File: src/rtl/y86_pkg.sv
// Shared Y86-64 decode constants: instruction codes, no-register marker, stack pointer index.
// Latency: n/a (constants only).  Backpressure: n/a.
package y86_pkg;
    localparam logic [3:0] IHALT   = 4'h0;
    localparam logic [3:0] INOP    = 4'h1;
    localparam logic [3:0] IRRMOVQ = 4'h2;
    localparam logic [3:0] IIRMOVQ = 4'h3;
    localparam logic [3:0] IRMMOVQ = 4'h4;
    localparam logic [3:0] IMRMOVQ = 4'h5;
    localparam logic [3:0] IOPQ    = 4'h6;
    localparam logic [3:0] IJXX    = 4'h7;
    localparam logic [3:0] ICALL   = 4'h8;
    localparam logic [3:0] IRET    = 4'h9;
    localparam logic [3:0] IPUSHQ  = 4'hA;
    localparam logic [3:0] IPOPQ   = 4'hB;

    localparam logic [3:0] RNONE   = 4'hF;
    localparam logic [3:0] RRSP    = 4'h4;

    localparam int         NUM_REGS = 15;
endpackage

File: src/rtl/reg_file_array.sv
// 15-entry register storage with two write ports (M wins over E) and two async read ports.
// Latency: writes land on the rising edge, reads are combinational.  Backpressure: none.
module reg_file_array
    import y86_pkg::*;
#(
    parameter int DATA_W = 64
) (
    input  logic              clk,
    input  logic              reset,
    input  logic [3:0]        dstE,
    input  logic [3:0]        dstM,
    input  logic [DATA_W-1:0] valE,
    input  logic [DATA_W-1:0] valM,
    input  logic [3:0]        rd_a_idx,
    input  logic [3:0]        rd_b_idx,
    output logic [DATA_W-1:0] rd_a_dat,
    output logic [DATA_W-1:0] rd_b_dat
);
    logic [DATA_W-1:0] regs_q [NUM_REGS];
    logic [DATA_W-1:0] regs_d [NUM_REGS];

    // RNONE never matches an entry, so writes to index 15 fall through untouched.
    always_comb begin
        for (int i = 0; i < NUM_REGS; i++) begin
            regs_d[i] = regs_q[i];
            if (dstM == 4'(i)) begin
                regs_d[i] = valM;
            end else if (dstE == 4'(i)) begin
                regs_d[i] = valE;
            end
        end
    end

    always_ff @(posedge clk or posedge reset) begin
        if (reset) begin
            for (int i = 0; i < NUM_REGS; i++) begin
                regs_q[i] <= '0;
            end
        end else begin
            for (int i = 0; i < NUM_REGS; i++) begin
                regs_q[i] <= regs_d[i];
            end
        end
    end

    assign rd_a_dat = (rd_a_idx == RNONE) ? '0 : regs_q[rd_a_idx];
    assign rd_b_dat = (rd_b_idx == RNONE) ? '0 : regs_q[rd_b_idx];
endmodule

File: src/rtl/reg_file_decode.sv
// Y86 decode stage: picks srcA/srcB from icode and reads operands; REGFILE_BYPASS_EN forwards write-back data.
// Latency: reads combinational, writes visible after the next rising edge.  Backpressure: none.
module reg_file_decode
    import y86_pkg::*;
#(
    parameter int         DATA_W  = 64,
    parameter logic [3:0] RSP_IDX = RRSP
) (
    input  logic              clk,
    input  logic              reset,
    input  logic [3:0]        icode,
    input  logic [3:0]        rA,
    input  logic [3:0]        rB,
    input  logic [3:0]        dstE,
    input  logic [3:0]        dstM,
    input  logic [DATA_W-1:0] valE,
    input  logic [DATA_W-1:0] valM,
    output logic [3:0]        srcA,
    output logic [3:0]        srcB,
    output logic [DATA_W-1:0] valA,
    output logic [DATA_W-1:0] valB
);
    logic [DATA_W-1:0] rd_a_dat;
    logic [DATA_W-1:0] rd_b_dat;

    always_comb begin
        srcA = RNONE;
        case (icode)
            IRRMOVQ, IRMMOVQ, IOPQ, IPUSHQ: srcA = rA;
            IRET, IPOPQ:                    srcA = RSP_IDX;
            default:                        srcA = RNONE;
        endcase
    end

    always_comb begin
        srcB = RNONE;
        case (icode)
            IRMMOVQ, IMRMOVQ, IOPQ:      srcB = rB;
            ICALL, IRET, IPUSHQ, IPOPQ:  srcB = RSP_IDX;
            default:                     srcB = RNONE;
        endcase
    end

    reg_file_array #(
        .DATA_W (DATA_W)
    ) u_array (
        .clk      (clk),
        .reset    (reset),
        .dstE     (dstE),
        .dstM     (dstM),
        .valE     (valE),
        .valM     (valM),
        .rd_a_idx (srcA),
        .rd_b_idx (srcB),
        .rd_a_dat (rd_a_dat),
        .rd_b_dat (rd_b_dat)
    );

`ifdef REGFILE_BYPASS_EN
    // Same M-over-E priority as the array so a forwarded value matches what gets stored.
    function automatic logic [DATA_W-1:0] fwd(input logic [3:0] src,
                                              input logic [DATA_W-1:0] stored);
        logic [DATA_W-1:0] res;
        res = stored;
        if (!reset && src != RNONE) begin
            if (src == dstM) begin
                res = valM;
            end else if (src == dstE) begin
                res = valE;
            end
        end
        return res;
    endfunction

    always_comb begin
        valA = fwd(srcA, rd_a_dat);
        valB = fwd(srcB, rd_b_dat);
    end
`else
    always_comb begin
        valA = rd_a_dat;
        valB = rd_b_dat;
    end
`endif
endmodule

File: config.mk
export PLATFORM = sky130hd
export DESIGN_NAME = reg_file_decode
export DESIGN_NICKNAME = d
export VERILOG_FILES = /design/src/rtl/y86_pkg.sv /design/src/rtl/reg_file_array.sv /design/src/rtl/reg_file_decode.sv
export SDC_FILE = /design/constraint.sdc
export NUM_CORES = 2
export LEC_CHECK = 0
export CORE_MARGIN = 2
export CORE_UTILIZATION = 41
export DETAILED_ROUTE_END_ITERATION = 6
export SYNTH_ARGS = -nofsm -noshare
export SYNTH_HDL_FRONTEND = slang
export SYNTH_SLANG_ARGS = --single-unit
File: constraint.sdc
create_clock -name clk -period 36.6 [get_ports clk]
set_input_delay 5.49 -clock clk [delete_from_list [all_inputs] [get_ports clk]]
set_output_delay 5.49 -clock clk [all_outputs]
set_load 0.02 [all_outputs]
======== Word level (Yosys, flattened, before mapping) ========
Cells that the tools add are included.
storage, ports and cells
  output and inout bits ................... 136
  bits of input ports ..................... 150
  register bits after elaboration ......... 960
operators by class
  multiplexer cells ....................... 40
  eq/ne operators ......................... 38
  $lt $le $gt $ge ......................... 2
  bitwise gates (word level) .............. 2
  reductions and logical operators ........ 21
operators by type and width
  operator            count
  $mux 64             36
  $bmux 64 s4         2
  $eq 4x4->1 const B  20
  $eq 4x3->1 const B  11
  $reduce_bool 2->1   15
  $eq 4x2->1 const B  5
  $pmux 4 s2          2
  $ge 5x5->1 const B  2
  $not 4->5           2
  $eq 4x1->1 const B  2
  $logic_not 4->1     2
  $reduce_or 4->1     2
  $reduce_or 3->1     1
  $reduce_or 2->1     1

======== Longest topological paths before layout ========
  depth in word-level cells ............... 8
  depth in mapped cells ................... 11

======== Hierarchy ========
From an unflattened synthesis, not the netlist that was laid out.
unflattened totals
  cells, all modules ...................... 5921
  area total of the unflattened synthesis .. 60237.8 sq um
by module, submodules not included
  module           area an instance (sq um)  cells an instance  instances
  reg_file_array   60122.7                   5900               1
  reg_file_decode  115.1                     21                 1

======== Worst setup path before layout ========
OpenSTA, ideal clock, no wires.
  kind .................................... input -> output
  start point ............................. input port icode[0]
  end point ............................... output port valA[53]
  stages on the path ...................... 9
  setup slack ............................. 23674 ps
  path buffers ............................ 4
  data required time ...................... 31110 ps
  arrival ................................. 7436 ps
  path through ............................ buf_6 > and3b_1 > a31o_2 > buf_2 > clkinv_1 > buf_2 > clkbuf_1 > a311oi_1 > nor3_1
between the ends
  cells in the longest elaborated chain, start to end .. 8
RTL lines
  element                                                    RTL line               text
  from (decl)                                                reg_file_decode.sv:11  input logic [3:0] icode,
  $eq 4x4->1 (tied with other cells)                         reg_file_decode.sv:28  case (icode)
  $reduce_or 4->1 / $reduce_or 2->1 (equally long branches)  reg_file_decode.sv:28
  $pmux 4 s2 (*)                                             reg_file_decode.sv:28
  named net srcA[1]                                          reg_file_decode.sv:18  output logic [3:0] srcA,
  $not 4->5 (not written as such)                            reg_file_array.sv:46   assign rd_a_dat = (rd_a_idx == RNONE) ? '0 : regs_q[rd_a_idx];
  $bmux 64 s4                                                reg_file_array.sv:46
  $mux 64 (not written as such) (2 in series)                reg_file_array.sv:46
  $mux 64 (*)                                                reg_file_array.sv:46
  to (decl)                                                  reg_file_decode.sv:20  output logic [DATA_W-1:0] valA,
The timed path passes the listed nets; every way through them passes the cells marked *. The select of a mux whose other input is x is not followed.

======== Worst setup path after layout ========
  start point ............................. input port icode[0]
  end point ............................... output port valA[29]
between the ends
  cells in the longest elaborated chain, start to end .. 8
RTL lines
  element                                                    RTL line
  $eq 4x4->1 (tied with other cells)                         reg_file_decode.sv:28
  $reduce_or 4->1 / $reduce_or 2->1 (equally long branches)  reg_file_decode.sv:28
  $pmux 4 s2 (*)                                             reg_file_decode.sv:28
  $not 4->5 (not written as such)                            reg_file_array.sv:46
  $bmux 64 s4                                                reg_file_array.sv:46
  $mux 64 (not written as such) (2 in series)                reg_file_array.sv:46
  $mux 64 (*)                                                reg_file_array.sv:46
Every way passes the cells marked *; elsewhere a longest branch is shown, timed or not. The select of a mux whose other input is x is not followed.

==> results.txt <==
The ratio of routed vias to standard cells works out to 6.40. Of all nets on the critical path, the largest fanout is 69. The tightest min-delay check is of the reg -> reg type.

The routability-driven placement congestion ratio is 0.859, and the number of antenna violations at the first check in global routing is 28. The clock net in this run drives a total of 960 sinks. The most used flip-flop cell after synthesis is sky130_fd_sc_hd__dfrtp_1. Summed over all nets, the half-perimeter wirelength after detailed placement is 134000 um. The number of buffers created by CTS is 111, and the clock transition time at the flip-flop clock pins of the worst setup and hold paths is 0.06 ns. Summed over its instances, the top area cell type makes up 40.3% of the synthesized netlist area. The die covers 0.149 mm^2. The part of the cycle the worst path needs was 46.4%; the hold buffer count at CTS was 0. The tool flagged a number of max-cap violations equal to 0. Starting density of the core: 41.4%. CTS placed an instance of sky130_fd_sc_hd__clkbuf_16 at the clock tree root.

Critical path data arrival time: 11.49 ns. The synthesized area divided by synthesized cell count is 8.09 um^2. The worst setup path is captured at a primary output. The critical path contains buffers and inverters numbering 5 combined.

Across the routed clock network, the largest skew measured is 0 ns. Summing over every cut layer, the via total after detailed routing is 58.2k. In the final routed layout, each cell accounts on average for 28.2 um. The first global-routing pass estimated 376000 um of wire. Sorting the synthesized cells by area gives the leading types as sky130_fd_sc_hd__dfrtp_1, sky130_fd_sc_hd__mux2i_1, sky130_fd_sc_hd__nand2_1. The kind of cell adding the most delay to the critical path is buffers and inverters. Adding up every negative setup slack in the final design gives 0 ns. Summing the areas of all compound-gate instances in the mapped netlist gives 17.1% of the synthesized area. Counting flops with an async set or reset pin after synthesis yields a share of 100%.

In this run, synthesis inferred 0 flip-flops with an integrated enable. Once placement finished, the instance area stood at 0.0629 mm^2. The power density normalized to cell area was 53.2 mW/mm^2.

The post-route cell area was 0.0667 mm^2. Global routing used 33.6% of the available tracks. The largest single stage delay on the critical path is 0.85 ns. Final critical path time including I/O delays and setup: 16.98 ns.

The largest net degree at the start of global routing was 212; the instance count of the mapped netlist was 7374. Worst slack on hold paths: 0.596 ns. The flow ran to the end, and the final reports show no timing, DRC or antenna violations. The number of global-route vias before repair is 55.0k, and the core footprint is 0.144 mm^2. The number of flip-flops and latches in the synthesized netlist is 960. The number of distinct standard cells referenced by the synthesized netlist was 51. The first routing iteration left 8906 violations. VDD sags by at most 0.0463 mV. TritonCTS built the clock tree. The boundary pin count was 286; the cell area after technology mapping was 0.0596 mm^2. Setup repair after global routing left no endpoint under its margin.

Final max-slew violation count: 0. Library cell occupying the most area in the post-synthesis netlist: sky130_fd_sc_hd__dfrtp_1. By area, the combinational part of the netlist is dominated by simple AND/OR/NAND/NOR gates.

The layout has 13.9k filler cells. For this design the static power due to leakage is 26.6 nW. Buffers added to address setup during post-CTS repair amount to 0. In this run the tool buffered the top-level ports with 285 buffer cells. The count of nets left with antenna violations once routing finished came out at 0.

The H-tree generated during clock tree synthesis spans 3 levels. The slowest library cell on the worst path is sky130_fd_sc_hd__buf_4. The cell type with the highest occurrence count on the critical path is sky130_fd_sc_hd__buf_4. Wires add up to 257000 um.

The top register by number of flip-flops was u_array.regs_q. STA classifies the critical path startpoint as an input pin. The tools report the number of hold violations in the final report as 0.

The post-synthesis xor/xnor area fraction is 0%. The yosys synthesis warning count is 0, and the row count is 139. The critical path in this run is classified as in -> out.

The largest registers in the layout are u_array.regs_q: 960 flops. After Yosys synthesis, and, or, nand and nor cells account for 19.7% of the synthesized area. The floorplan step set the die height to 385 um. For the synthesized net count, the log shows 7524. For the detailed-router iteration count before antenna repair, the log shows 7. The post-synthesis adder-cell area fraction is 0%, and the worst endpoint required time is 31.11 ns.

Walking the worst path, the cells encountered are clkdlybuf4s50_1 -> and3b_1 -> a31o_4 -> buf_4 -> buf_4 -> buf_4 -> a221oi_1 -> a31oi_1 -> nor2_1 -> nor3_1 -> clkdlybuf4s50_1. In this run the horizontal extent of the chip is 385 um. The maximum frequency from static timing analysis was 0.0589 GHz; the post-synthesis mux area share was 17.3%. The proportion of layout cells with a drive suffix above 1 was 4.86%; the setup violation total in the final timing report was 0.

Compared with the post-synthesis result, the final layout area differs by 11.8%. For the clock latency on the worst-skew pair, the log shows 0.74 ns. The DRC violation count after routing was 0; the total of cells resized after clock tree synthesis was 0. Of the synthesized area, sequential elements account for 40.3%. The total overflow left after global routing is 0.

The register with the most flip-flops in the layout has 960 of them. After the last flow step, the layout net total stands at 7244. Measured against its own limit, the worst slew margin works out to 14.4%.

At the pin with the least slew margin, the transition time is 1.28 ns. No sink is reached through more buffers than the 3 on the longest clock path.
[worst reg2reg max path: cells and delay by family (launching register included)]
| kind | cells | cell delay [ns] |
|---|---|---|
| flip-flops | 1 | 0.46 |
| multiplexers | 1 | 0.17 |
| AO/OA/AOI/OAI | 1 | 0.09 |
[power by group]
group / leakage, nW / internal [W] / switching [W] / total [W]
Clock: 1.87 / 0.000688 / 0.000494 / 0.00118
Sequential: 11.5 / 0.00130 / 0.000200 / 0.00150
Combinational: 13.2 / 0.000338 / 0.000529 / 0.000867
[metrics by stage]
| step | power [W] | utilization (%) | instances | setup slack (ns) |
|---|---|---|---|---|
| detailed placement | 0.00235 | 43.7 | 8884 | 19.87 |
| global placement | 0.00233 | 43.7 | 8884 | 19.87 |
| finish | 0.00355 | 46.3 | 9104 | 19.62 |
| CTS | 0.00353 | 46.3 | 9088 | 19.84 |
| global route | 0.00370 | 46.3 | 9096 | 19.45 |
| floorplan | 0.00203 | - | 7374 | 4.11 |
[placed cells by master, fill, tap and decap left out, types with 4 or more instances in the layout]
master                            Yosys  routed
sky130_fd_sc_hd__nor3_2               2      13
sky130_fd_sc_hd__a311oi_1            64      64
sky130_fd_sc_hd__nand3_1            357     356
sky130_fd_sc_hd__buf_12               0      11
sky130_fd_sc_hd__clkinv_2             1      25
sky130_fd_sc_hd__clkdlybuf4s50_1      0     285
sky130_fd_sc_hd__buf_4                5      99
sky130_fd_sc_hd__nor3_1              79      66
sky130_fd_sc_hd__a221oi_1           185     185
sky130_fd_sc_hd__nor2_1             329     325
sky130_fd_sc_hd__clkbuf_8             0      26
sky130_fd_sc_hd__nand4_1            117     117
sky130_fd_sc_hd__o21ai_0            707     707
sky130_fd_sc_hd__a31oi_1            130     129
sky130_fd_sc_hd__o221ai_1            72      72
sky130_fd_sc_hd__clkinvlp_4           0       4
sky130_fd_sc_hd__a21oi_1            408     408
sky130_fd_sc_hd__clkbuf_16            0     115
sky130_fd_sc_hd__o21ai_1             58      58
sky130_fd_sc_hd__nand2b_1            10      10
sky130_fd_sc_hd__mux2i_1           1032    1032
sky130_fd_sc_hd__a221o_1              8       8
sky130_fd_sc_hd__nor4_1               6       4
sky130_fd_sc_hd__nor2_4               0       8
sky130_fd_sc_hd__diode_2              0      16
sky130_fd_sc_hd__dfrtp_1            960     960
sky130_fd_sc_hd__nand2_1           1948    1945
sky130_fd_sc_hd__clkbuf_1           530      22
sky130_fd_sc_hd__a22oi_1             63      63
sky130_fd_sc_hd__bufinv_16            0       9
sky130_fd_sc_hd__or2_4                1       9
[layout make-up]
| cell class | count | area (um^2) | share of cell area (%) |
|---|---|---|---|
| tap | 1903 | 2380 | 3.57 |
| clock inverter | 41 | 463 | 0.694 |
| clock buffer | 163 | 3320 | 4.98 |
| sequential | 960 | 24000 | 36.0 |
| multi-input combinational | 5619 | 32600 | 48.9 |
| inverter | 7 | 58.8 | 0.0882 |
| timing repair buffer | 395 | 3820 | 5.72 |
| antenna | 16 | 40.0 | 0.0600 |
[cell families after synthesis]
| logic type | after synthesis |
|---|---|
| and+or+nand+nor | 2874 |
| AOI/OAI and AO/OA | 1713 |
| muxes | 1032 |
| DFF | 960 |
| buffers and inverters | 795 |
[per-layer routing]
layer / GRT usage, % / routed length (um) / vias to the layer above
met4: 13.5 / 10600 / 28
li1: - / - / 25400
met5: 0 / 184 / -
met2: 49.6 / 109000 / 3977
met3: 9.38 / 33100 / 734
met1: 46.4 / 104000 / 28100
[worst paths after layout]
check	to	from	cells after the start	slack, ns
max	valA[29]	icode[0]	11	19.62
min	u_array.regs_q[678]	u_array.regs_q[678]	2	0.60
max reg2reg	u_array.regs_q[510]	u_array.regs_q[510]	2	35.71
min reg2reg	u_array.regs_q[678]	u_array.regs_q[678]	2	0.60
max in group asynchronous	u_array.regs_q[422]	reset	5	28.00
min in group asynchronous	u_array.regs_q[567]	reset	2	5.28
[synthesized netlist by cell type (8+ instances only)]
library cell,number
sky130_fd_sc_hd__clkbuf_1,530
sky130_fd_sc_hd__nor2_1,329
sky130_fd_sc_hd__mux2i_1,1032
sky130_fd_sc_hd__a221o_1,8
sky130_fd_sc_hd__a221oi_1,185
sky130_fd_sc_hd__a22oi_1,63
sky130_fd_sc_hd__nand3_1,357
sky130_fd_sc_hd__a21oi_1,408
sky130_fd_sc_hd__or2_2,8
sky130_fd_sc_hd__a311oi_1,64
sky130_fd_sc_hd__nand2_1,1948
sky130_fd_sc_hd__buf_1,32
sky130_fd_sc_hd__nor3_1,79
sky130_fd_sc_hd__o21ai_0,707
sky130_fd_sc_hd__o21ai_1,58
sky130_fd_sc_hd__dfrtp_1,960
sky130_fd_sc_hd__a31oi_1,130
sky130_fd_sc_hd__buf_2,213
sky130_fd_sc_hd__nand4_1,117
sky130_fd_sc_hd__o221ai_1,72
sky130_fd_sc_hd__nand2b_1,10
Power figures use the tool's default switching activity.
